File: src/rtl/imm_gen_pipe.sv
// RV32I immediate generator: opcode decode plus sign-extended immediate, 1-cycle latency, 2-entry skid buffer.
// Optional macro IMM_GEN_ILLEGAL_CNT_EN adds a saturating 16-bit count of accepted illegal instructions.
module imm_gen_pipe #(
  parameter int XLEN  = 32,
  parameter int TAG_W = 32
) (
  input  logic             clk,
  input  logic             rst,
  input  logic             in_valid,
  output logic             in_ready,
  input  logic [31:0]      in_instr,
  input  logic [TAG_W-1:0] in_tag,
  output logic             out_valid,
  input  logic             out_ready,
  output logic [XLEN-1:0]  out_imm,
  output logic [2:0]       out_fmt,
  output logic             out_illegal,
  output logic [TAG_W-1:0] out_tag
`ifdef IMM_GEN_ILLEGAL_CNT_EN
  ,
  output logic [15:0]      illegal_cnt
`endif
);

  localparam logic [2:0] FMT_R   = 3'd0;
  localparam logic [2:0] FMT_I   = 3'd1;
  localparam logic [2:0] FMT_S   = 3'd2;
  localparam logic [2:0] FMT_B   = 3'd3;
  localparam logic [2:0] FMT_U   = 3'd4;
  localparam logic [2:0] FMT_J   = 3'd5;
  localparam logic [2:0] FMT_ILL = 3'd7;

  localparam logic [6:0] OP_LUI    = 7'b0110111;
  localparam logic [6:0] OP_AUIPC  = 7'b0010111;
  localparam logic [6:0] OP_JAL    = 7'b1101111;
  localparam logic [6:0] OP_JALR   = 7'b1100111;
  localparam logic [6:0] OP_LOAD   = 7'b0000011;
  localparam logic [6:0] OP_OPIMM  = 7'b0010011;
  localparam logic [6:0] OP_SYSTEM = 7'b1110011;
  localparam logic [6:0] OP_FENCE  = 7'b0001111;
  localparam logic [6:0] OP_STORE  = 7'b0100011;
  localparam logic [6:0] OP_BRANCH = 7'b1100011;
  localparam logic [6:0] OP_OP     = 7'b0110011;

  typedef struct packed {
    logic [XLEN-1:0]  imm;
    logic [2:0]       fmt;
    logic             ill;
    logic [TAG_W-1:0] tag;
  } ent_t;

  typedef enum logic [1:0] {EMPTY, ONE, TWO} state_t;

  state_t      state_q, state_d;
  ent_t        out_q, out_d;
  ent_t        skid_q, skid_d;
  ent_t        dec;
  logic [31:0] imm32;
  logic        in_ready_q;
  logic        push;
  logic        pop;

  // Decode happens before the register so the output slot holds a finished result.
  always_comb begin
    imm32   = '0;
    dec     = '0;
    dec.tag = in_tag;
    case (in_instr[6:0])
      OP_LUI, OP_AUIPC: begin
        dec.fmt = FMT_U;
        imm32   = {in_instr[31:12], 12'b0};
      end
      OP_JAL: begin
        dec.fmt = FMT_J;
        imm32   = {{11{in_instr[31]}}, in_instr[31], in_instr[19:12], in_instr[20],
                   in_instr[30:21], 1'b0};
      end
      OP_JALR, OP_LOAD, OP_OPIMM, OP_SYSTEM, OP_FENCE: begin
        dec.fmt = FMT_I;
        imm32   = {{20{in_instr[31]}}, in_instr[31:20]};
      end
      OP_STORE: begin
        dec.fmt = FMT_S;
        imm32   = {{20{in_instr[31]}}, in_instr[31:25], in_instr[11:7]};
      end
      OP_BRANCH: begin
        dec.fmt = FMT_B;
        imm32   = {{19{in_instr[31]}}, in_instr[31], in_instr[7], in_instr[30:25],
                   in_instr[11:8], 1'b0};
      end
      OP_OP: dec.fmt = FMT_R;
      default: begin
        dec.fmt = FMT_ILL;
        dec.ill = 1'b1;
      end
    endcase
    dec.imm = XLEN'($signed(imm32));
  end

  assign push = in_valid & in_ready_q;
  assign pop  = (state_q != EMPTY) & out_ready;

  always_comb begin
    state_d = state_q;
    out_d   = out_q;
    skid_d  = skid_q;
    case (state_q)
      EMPTY: begin
        if (push) begin
          state_d = ONE;
          out_d   = dec;
        end
      end
      ONE: begin
        if (push && !pop) begin
          state_d = TWO;
          skid_d  = dec;
        end else if (push && pop) begin
          out_d = dec;
        end else if (pop) begin
          state_d = EMPTY;
        end
      end
      TWO: begin
        if (pop) begin
          state_d = ONE;
          out_d   = skid_q;
        end
      end
      default: state_d = EMPTY;
    endcase
  end

  // in_ready is registered from the next occupancy, so out_ready never reaches it combinationally.
  always_ff @(posedge clk) begin
    if (rst) begin
      state_q    <= EMPTY;
      out_q      <= '0;
      skid_q     <= '0;
      in_ready_q <= 1'b1;
    end else begin
      state_q    <= state_d;
      out_q      <= out_d;
      skid_q     <= skid_d;
      in_ready_q <= (state_d != TWO);
    end
  end

  assign in_ready    = in_ready_q;
  assign out_valid   = (state_q != EMPTY);
  assign out_imm     = out_q.imm;
  assign out_fmt     = out_q.fmt;
  assign out_illegal = out_q.ill;
  assign out_tag     = out_q.tag;

`ifdef IMM_GEN_ILLEGAL_CNT_EN
  logic [15:0] cnt_q, cnt_d;

  always_comb begin
    cnt_d = cnt_q;
    if (push && dec.ill && (cnt_q != 16'hFFFF)) begin
      cnt_d = cnt_q + 16'd1;
    end
  end

  always_ff @(posedge clk) begin
    if (rst) begin
      cnt_q <= '0;
    end else begin
      cnt_q <= cnt_d;
    end
  end

  assign illegal_cnt = cnt_q;
`endif

endmodule

File: config.mk
export PLATFORM = sky130hd
export DESIGN_NAME = imm_gen_pipe
export DESIGN_NICKNAME = d
export VERILOG_FILES = /design/src/rtl/imm_gen_pipe.sv
export SDC_FILE = /design/constraint.sdc
export NUM_CORES = 1
export LEC_CHECK = 0
export ABC_AREA = 1
export CORE_MARGIN = 5
export CORE_UTILIZATION = 50
export CTS_CLUSTER_DIAMETER = 120
export DETAILED_ROUTE_END_ITERATION = 7
export PLACE_DENSITY = 0.78
export SYNTH_ARGS = -nofsm -noshare
export SYNTH_HDL_FRONTEND = slang
export SYNTH_SLANG_ARGS = --single-unit
export TNS_END_PERCENT = 50
File: constraint.sdc
create_clock -name clk -period 1.6 [get_ports clk]
set_input_delay 0.4 -clock clk [delete_from_list [all_inputs] [get_ports clk]]
set_output_delay 0.4 -clock clk [all_outputs]
set_load 0.02 [all_outputs]
==> results.py, run 1 <==
metrics = {
    "clock_tree": {
        "postCtsHoldBufs": 0,
        "h-tree-depth": 4,
        "insertion_delay_ns": 0.42,
        "cts.sink_count": 139,
        "clk_root_buffer_cell": "clkbuf_16",
        "cts_tree": "yes",
        "path_clk_slew_ns": 0.06,
        "numCtsBuffers": 17,
        "clk_path_buf_depth": 2,
    },
    "critical_path": {
        "setup.worst_path.end_class": "output pin",
        "cp_top_family": "flip-flops",
        "cp_data_arrival_time_ns": 1.15,
        "cp-start-kind": "flip-flop",
        "cp_num_buf_inv": 1,
        "path_class": "flip-flop to output pin",
        "critPathMaxStageDelay_ns": 0.37,
        "worstPathRequired_ns": 1.20,
        "crit_fanout": 2,
        "reg2reg_depth": 8,
        "crit_cells": 1,
        "slowest_stage": "dfxtp_1",
        "cp_cell_sequence": "dlygate4sd2_1",
        "r2r_setup_slack_ns": 0.19,
    },
    "routing": {
        "wire_per_inst_um": 15.58,
        "viasPerCell": 5.342,
        "totalWireLength_um": 17430,
        "first_pass_iters": 5,
        "drc_errors": 0,
        "vias": 5978,
        "ant_nets": 0,
        "drt_iter0_drc": 430,
    },
    "timing": {
        "setup_viol": 0,
        "max_slew_margin_pct": 79.69,
        "timing.fmax_ghz": 0.6468,
        "final-hold-violation-count": 0,
        "period_share_pct": 96.62,
        "skew_ns": 0.005659,
        "worst_slew_pin_slew_ns": 0.3046,
        "rsz0062_at_grt": "false",
        "fin_crit_ns": 1.546,
        "setup_slack_ns": 0.05403,
        "finalMaxSlewViolations": 0,
    },
    "placed_design": {
        "dp_worst_setup_slack_ns": -0.4961,
        "placed_area_mm2": 0.007851,
        "io_buffers": 137,
        "place_hpwl_um": 11060,
        "dp_cells": 1083,
        "gp_congestion": 0.8643,
    },
    "cells_and_area": {
        "nets": 1028,
        "area_delta_synth_final_pct": 40.66,
        "fin_cells": 1119,
        "finish.utilization_pct": 71.46,
        "drive_above_1_share_pct": 15.43,
        "diodes": 0,
        "final_area_mm2": 0.008583,
    },
    "logic_synthesis": {
        "synth-xor-area-share_pct": 0,
        "synthTopCellsByArea": "dfxtp_1, nand2_1, o21ai_0",
        "synth.mux.area_fraction_pct": 0,
        "yosysTopAreaCellShare_pct": 45.60,
        "async_flop_share_pct": 0,
        "syn-num-nets": 882,
        "synth_top_family_by_area": "compound AO/OA/AOI/OAI gates",
        "syn_area_mm2": 0.006102,
        "synth.most_common_cell": "nand2_1",
        "postSynthCellCount": 814,
        "synth_cell_types": 28,
        "synthFlopType": "dfxtp_1",
        "synth_edf_count": 0,
        "avgSynthCellArea_um2": 7.496,
        "yosysWarnings": 0,
        "synth_adder_area_share_pct": 0,
        "synth_compound_area_share_pct": 27.46,
        "ys_seq_elements": 139,
        "ys_seq_area_share_pct": 45.60,
        "synth_common_cells": "nand2_1, dfxtp_1, o21ai_0",
        "synth-simple-area-share_pct": 17.86,
        "synth_top_area_cell": "dfxtp_1",
    },
    "pwr": {
        "ir_worst_vdd_v": 0.0009632,
        "p_leak_nw": 4.010,
        "p_total_mw": 9.459,
        "p_per_area_mw_per_mm2": 1102,
    },
    "global_route": {
        "grt_pass1_wl_um": 27430,
        "grt_max_degree": 55,
        "first_global_vias": 5534,
        "grt-ovfl-total": 0,
        "grtUsageTotal_pct": 23.34,
        "antenna_found_initial": 0,
    },
    "flow_run": {
        "cap_violations": 0,
    },
    "floorplanning": {
        "dieArea_mm2": 0.01451,
        "initial_core_util_pct": 50.80,
        "fp.dieW_um": 120.5,
        "core_mm2": 0.01201,
        "row_count": 40,
        "ios": 138,
        "die_h_um": 120.5,
    },
    "min_path": {
        "min_path_cells": 2,
        "hp-class": "flip-flop to flip-flop",
    },
    "outcome": {
        "status": "finished, final reports clean",
    },
}
## state kept, by name, summed over array words and instances, names as in the netlist
signal	cells
out_imm	32
out_fmt	3
in_ready	1
out_illegal	1
out_tag	32
skid_q	68
state_q	2
## worst register-to-register path, cell delays in order (launching register included)
cell and delay (ns):
dfxtp_2 0.34, nor2_1 0.12, inv_1 0.07, nand2_1 0.08
nand3_2 0.09, inv_2 0.12, buf_12 0.22, o21ai_0 0.11
a31oi_1 0.17
## cells in the final DEF (no fill, tap or decap), drive strengths merged, types with 28 or more instances in the layout
cell,n
a21oi,108
a31oi,32
buf,50
clkdlybuf4s50,60
dfxtp,139
dlygate4sd2,71
inv,70
nand2,192
nand3,36
o21ai,123
o21bai,28
## power breakdown
part / switching (mW) / internal [mW]
clock: 1.48 / 2.84
sequential: 0.106 / 3.68
combinational: 0.784 / 0.572
total: 2.37 / 7.09
## area by class of cell
cell class	instances	area (µm²)
fillers	968	3428
multi-input cells	544	2875
flip-flops and latches	139	2785
repair buffers	187	1813
clock buffers	20	456.7
inverters	70	270.3
clock inverters	11	192.7
well taps	147	183.9
repair inverters	1	6.256
## cell families (layout without fill, tap and decap cells)
group / count (synthesis) / after routing
AO/OA/AOI/OAI: 298 / 298
buffers and inverters: 132 / 289
flip-flops: 139 / 139
AND/OR/NAND/NOR: 245 / 246
## stage by stage
stage	TNS (ns)	hold slack (ns)
2_1_floorplan	0	0.4237
3_3_place_gp	-47.14	0.4301
3_5_place_dp	-49.66	0.4361
4_1_cts	-0.1677	0.4441
5_1_grt	0	0.4569
6_report	0	0.4410
## per-layer routing
metal	share of wire, %	vias up	global-route usage, %
met5	0	-	0
met4	1.8	0	8.074
met3	5.9	26	5.379
met2	47	184	36.81
met1	46	2755	31.47
li1	-	3013	-
## final timing paths
path | endpoint | start
worst max-delay path | out_imm[31] | out_imm[31]
worst min-delay path | skid_q[24] | skid_q[24]
worst max register to register | out_tag[5] | state_q[1]
worst min register to register | skid_q[24] | skid_q[24]
## repair_timing
item | 4_1_cts | 5_1_grt
pin swaps | 2 | 12
resized for setup | 85 | 32
gates cloned | 0 | 3
endpoints found under the setup margin | 120 | 92
buffers inserted | 0 | 2
(Power assumes the default switching activity.)
==> run 2: changes to the inputs <==
--- a/config.mk
+++ b/config.mk
@@ -6,11 +6,13 @@
 export NUM_CORES = 1
 export LEC_CHECK = 0
 export ABC_AREA = 1
+export CELL_PAD_IN_SITES_DETAIL_PLACEMENT = 1
+export CELL_PAD_IN_SITES_GLOBAL_PLACEMENT = 2
 export CORE_MARGIN = 5
-export CORE_UTILIZATION = 50
+export CORE_UTILIZATION = 28
 export CTS_CLUSTER_DIAMETER = 120
 export DETAILED_ROUTE_END_ITERATION = 7
-export PLACE_DENSITY = 0.78
+export PLACE_DENSITY = 0.77
 export SYNTH_ARGS = -nofsm -noshare
 export SYNTH_HDL_FRONTEND = slang
 export SYNTH_SLANG_ARGS = --single-unit
==> run 2 against run 1 <==
Compared with the run above:
- flip-flop and latch count stayed put
- register-to-register slack worse by 0.10 ns
- via count is 0.90% higher
- non-clock buffer count is 8 higher
- clock power is 2% higher
- global-route usage is 6.5 points lower
- cell count is 13% higher
- design area is 3.2% higher
- setup slack worse by 0.011 ns
- sequential power hardly changed
- critical path type unchanged
- largest power group unchanged
- highest routed layer unchanged
==> results.py, run 2 (synthesized netlist as in run 1, its figures left out) <==
metrics = {
    "pwr": {
        "p_sw_share_pct": 26.52,
        "p_seq_share_pct": 39.5,
        "p_total_mw": 9.604,
        "p_sw_mw": 2.547,
        "p_leak_nw": 4.031,
        "p_per_area_mw_per_mm2": 1085,
        "p_int_mw": 7.057,
        "ir_worst_vdd_v": 0.0006574,
        "pwr-share-comb_pct": 15.0,
        "clockPowerShare_pct": 45.6,
    },
    "clock_tree": {
        "clk_root_buffer_cell": "clkbuf_16",
        "clk_path_buf_depth": 2,
        "cts_tree": "yes",
        "insertion_delay_ns": 0.43,
        "numCtsBuffers": 17,
        "postCtsHoldBufs": 0,
        "cts.sink_count": 139,
        "path_clk_slew_ns": 0.06,
        "h-tree-depth": 4,
    },
    "timing": {
        "finalMaxSlewViolations": 0,
        "period_share_pct": 97.29,
        "whs_ns": 0.4429,
        "max_slew_margin_pct": 73.51,
        "setup_viol": 0,
        "skew_ns": 0.009796,
        "worst_slew_pin_slew_ns": 0.3974,
        "rsz0062_at_grt": "true",
        "tns_ns": 0,
        "fin_crit_ns": 1.557,
        "final-hold-violation-count": 0,
        "timing.fmax_ghz": 0.6424,
    },
    "global_route": {
        "grt_max_degree": 43,
        "antenna_found_initial": 0,
        "busiest_layer": "met2",
        "first_global_vias": 6123,
        "use_met2_pct": 27.52,
        "grt-ovfl-total": 0,
        "grt_pass1_wl_um": 33190,
        "grtUsageTotal_pct": 16.85,
        "grt_use_met1_pct": 22.87,
        "grt.met3_usage_pct": 3.089,
    },
    "cells_and_area": {
        "largest_register": "skid_q",
        "diodes": 0,
        "largest_reg_flops": 68,
        "final_common_cell": "nand2_1",
        "final_cell_mix": "nand2_1, dfxtp_1, o21ai_0, a21oi_1, dlygate4sd2_1",
        "nets": 1035,
        "drive_above_1_share_pct": 16.04,
        "area_delta_synth_final_pct": 45.11,
        "fill_cells": 2634,
    },
    "routing": {
        "wire_per_inst_um": 16.76,
        "vias": 6032,
        "drc_errors": 0,
        "totalWireLength_um": 21100,
        "viasPerCell": 4.791,
        "first_pass_iters": 4,
        "ant_nets": 0,
        "drt_iter0_drc": 235,
    },
    "placed_design": {
        "gp_congestion": 0.7493,
        "place_hpwl_um": 14130,
        "io_buffers": 137,
    },
    "min_path": {
        "min_path_cells": 2,
        "hp-class": "flip-flop to flip-flop",
        "min-delay-start": "skid_q[30]",
    },
    "critical_path": {
        "path_class": "flip-flop to output pin",
        "slowest_stage": "dlygate4sd2_1",
        "crit_fanout": 2,
        "timing.rr.end": "skid_q[37]",
        "cp_top_family": "buffers and inverters",
        "cp_cell_sequence": "dlygate4sd2_1",
        "worstPathRequired_ns": 1.20,
        "reg2reg_depth": 9,
        "r2r_setup_slack_ns": 0.09,
        "cp-endpoint": "out_imm[29]",
        "setup.worst_path.end_class": "output pin",
        "crit_cells": 1,
        "cp_data_arrival_time_ns": 1.16,
        "crit-reg2reg-launch": "state_q[0]",
        "critPathMaxStageDelay_ns": 0.40,
        "crit_start": "out_imm[29]",
        "cp_num_buf_inv": 1,
        "cp-start-kind": "flip-flop",
    },
    "floorplanning": {
        "dieArea_mm2": 0.02485,
        "die_h_um": 157.6,
        "core_mm2": 0.02162,
        "fp.dieW_um": 157.6,
        "initial_core_util_pct": 28.22,
        "ios": 138,
        "row_count": 54,
    },
    "outcome": {
        "status": "finished, final reports clean",
    },
    "flow_run": {
        "cap_violations": 0,
    },
}
run 2: power by group through the flow:
stage,logic (mW),clock network [mW],registers (mW)
2_1_floorplan,0.525,0,4.04
3_3_place_gp,1.52,0,3.87
3_5_place_dp,1.53,0,3.87
4_1_cts,1.42,4.49,3.79
5_1_grt,1.57,4.64,3.82
6_report,1.44,4.38,3.79
run 2: worst min path at each step:
stage	endpoint	slack (ns)
global placement	skid_q[21]	0.43
finish	skid_q[30]	0.44
global route	skid_q[22]	0.46
detailed placement	skid_q[30]	0.44
CTS	skid_q[30]	0.44
floorplan	skid_q[16]	0.42
run 2: metal layers:
metal / part of all wire, % / up-vias
met1: 48 / 2860
met2: 46 / 130
li1: - / 3024
met3: 4.4 / 18
met4: 1.0 / 0
met5: 0 / -
run 2: what timing repair did:
| action | CTS | global route |
|---|---|---|
| gates cloned | 0 | 2 |
| pin swaps | 2 | 7 |
| resized for setup | 83 | 33 |
| setup buffers | 1 | 2 |
| hold endpoints to repair | 0 | 0 |
| endpoints found under the setup margin | 133 | 103 |
run 2: final cells by class:
cell class	count	area, µm²	share of cell area [%]
Timing Repair inverter	1	5.005	0.05652
Timing Repair Buffer	195	1931	21.80
Inverter	70	271.5	3.066
Clock inverter	14	220.2	2.487
Multi-Input combinational cell	543	2868	32.39
Clock buffer	17	425.4	4.804
Tap cell	280	350.3	3.956
Sequential cell	139	2784	31.44
run 2: through the flow:
step / std cells / area, µm² / setup slack (ns) / util, %
5_1_grt: 1259 / 8855 / -0.01131 / 40.95
2_1_floorplan: 814 / 6102 / 0.1134 / -
3_3_place_gp: 1223 / 8120 / -0.6124 / 37.56
4_1_cts: 1255 / 8687 / -0.05627 / 40.18
6_report: 1259 / 8855 / 0.04344 / 40.95
3_5_place_dp: 1223 / 8120 / -0.5921 / 37.56
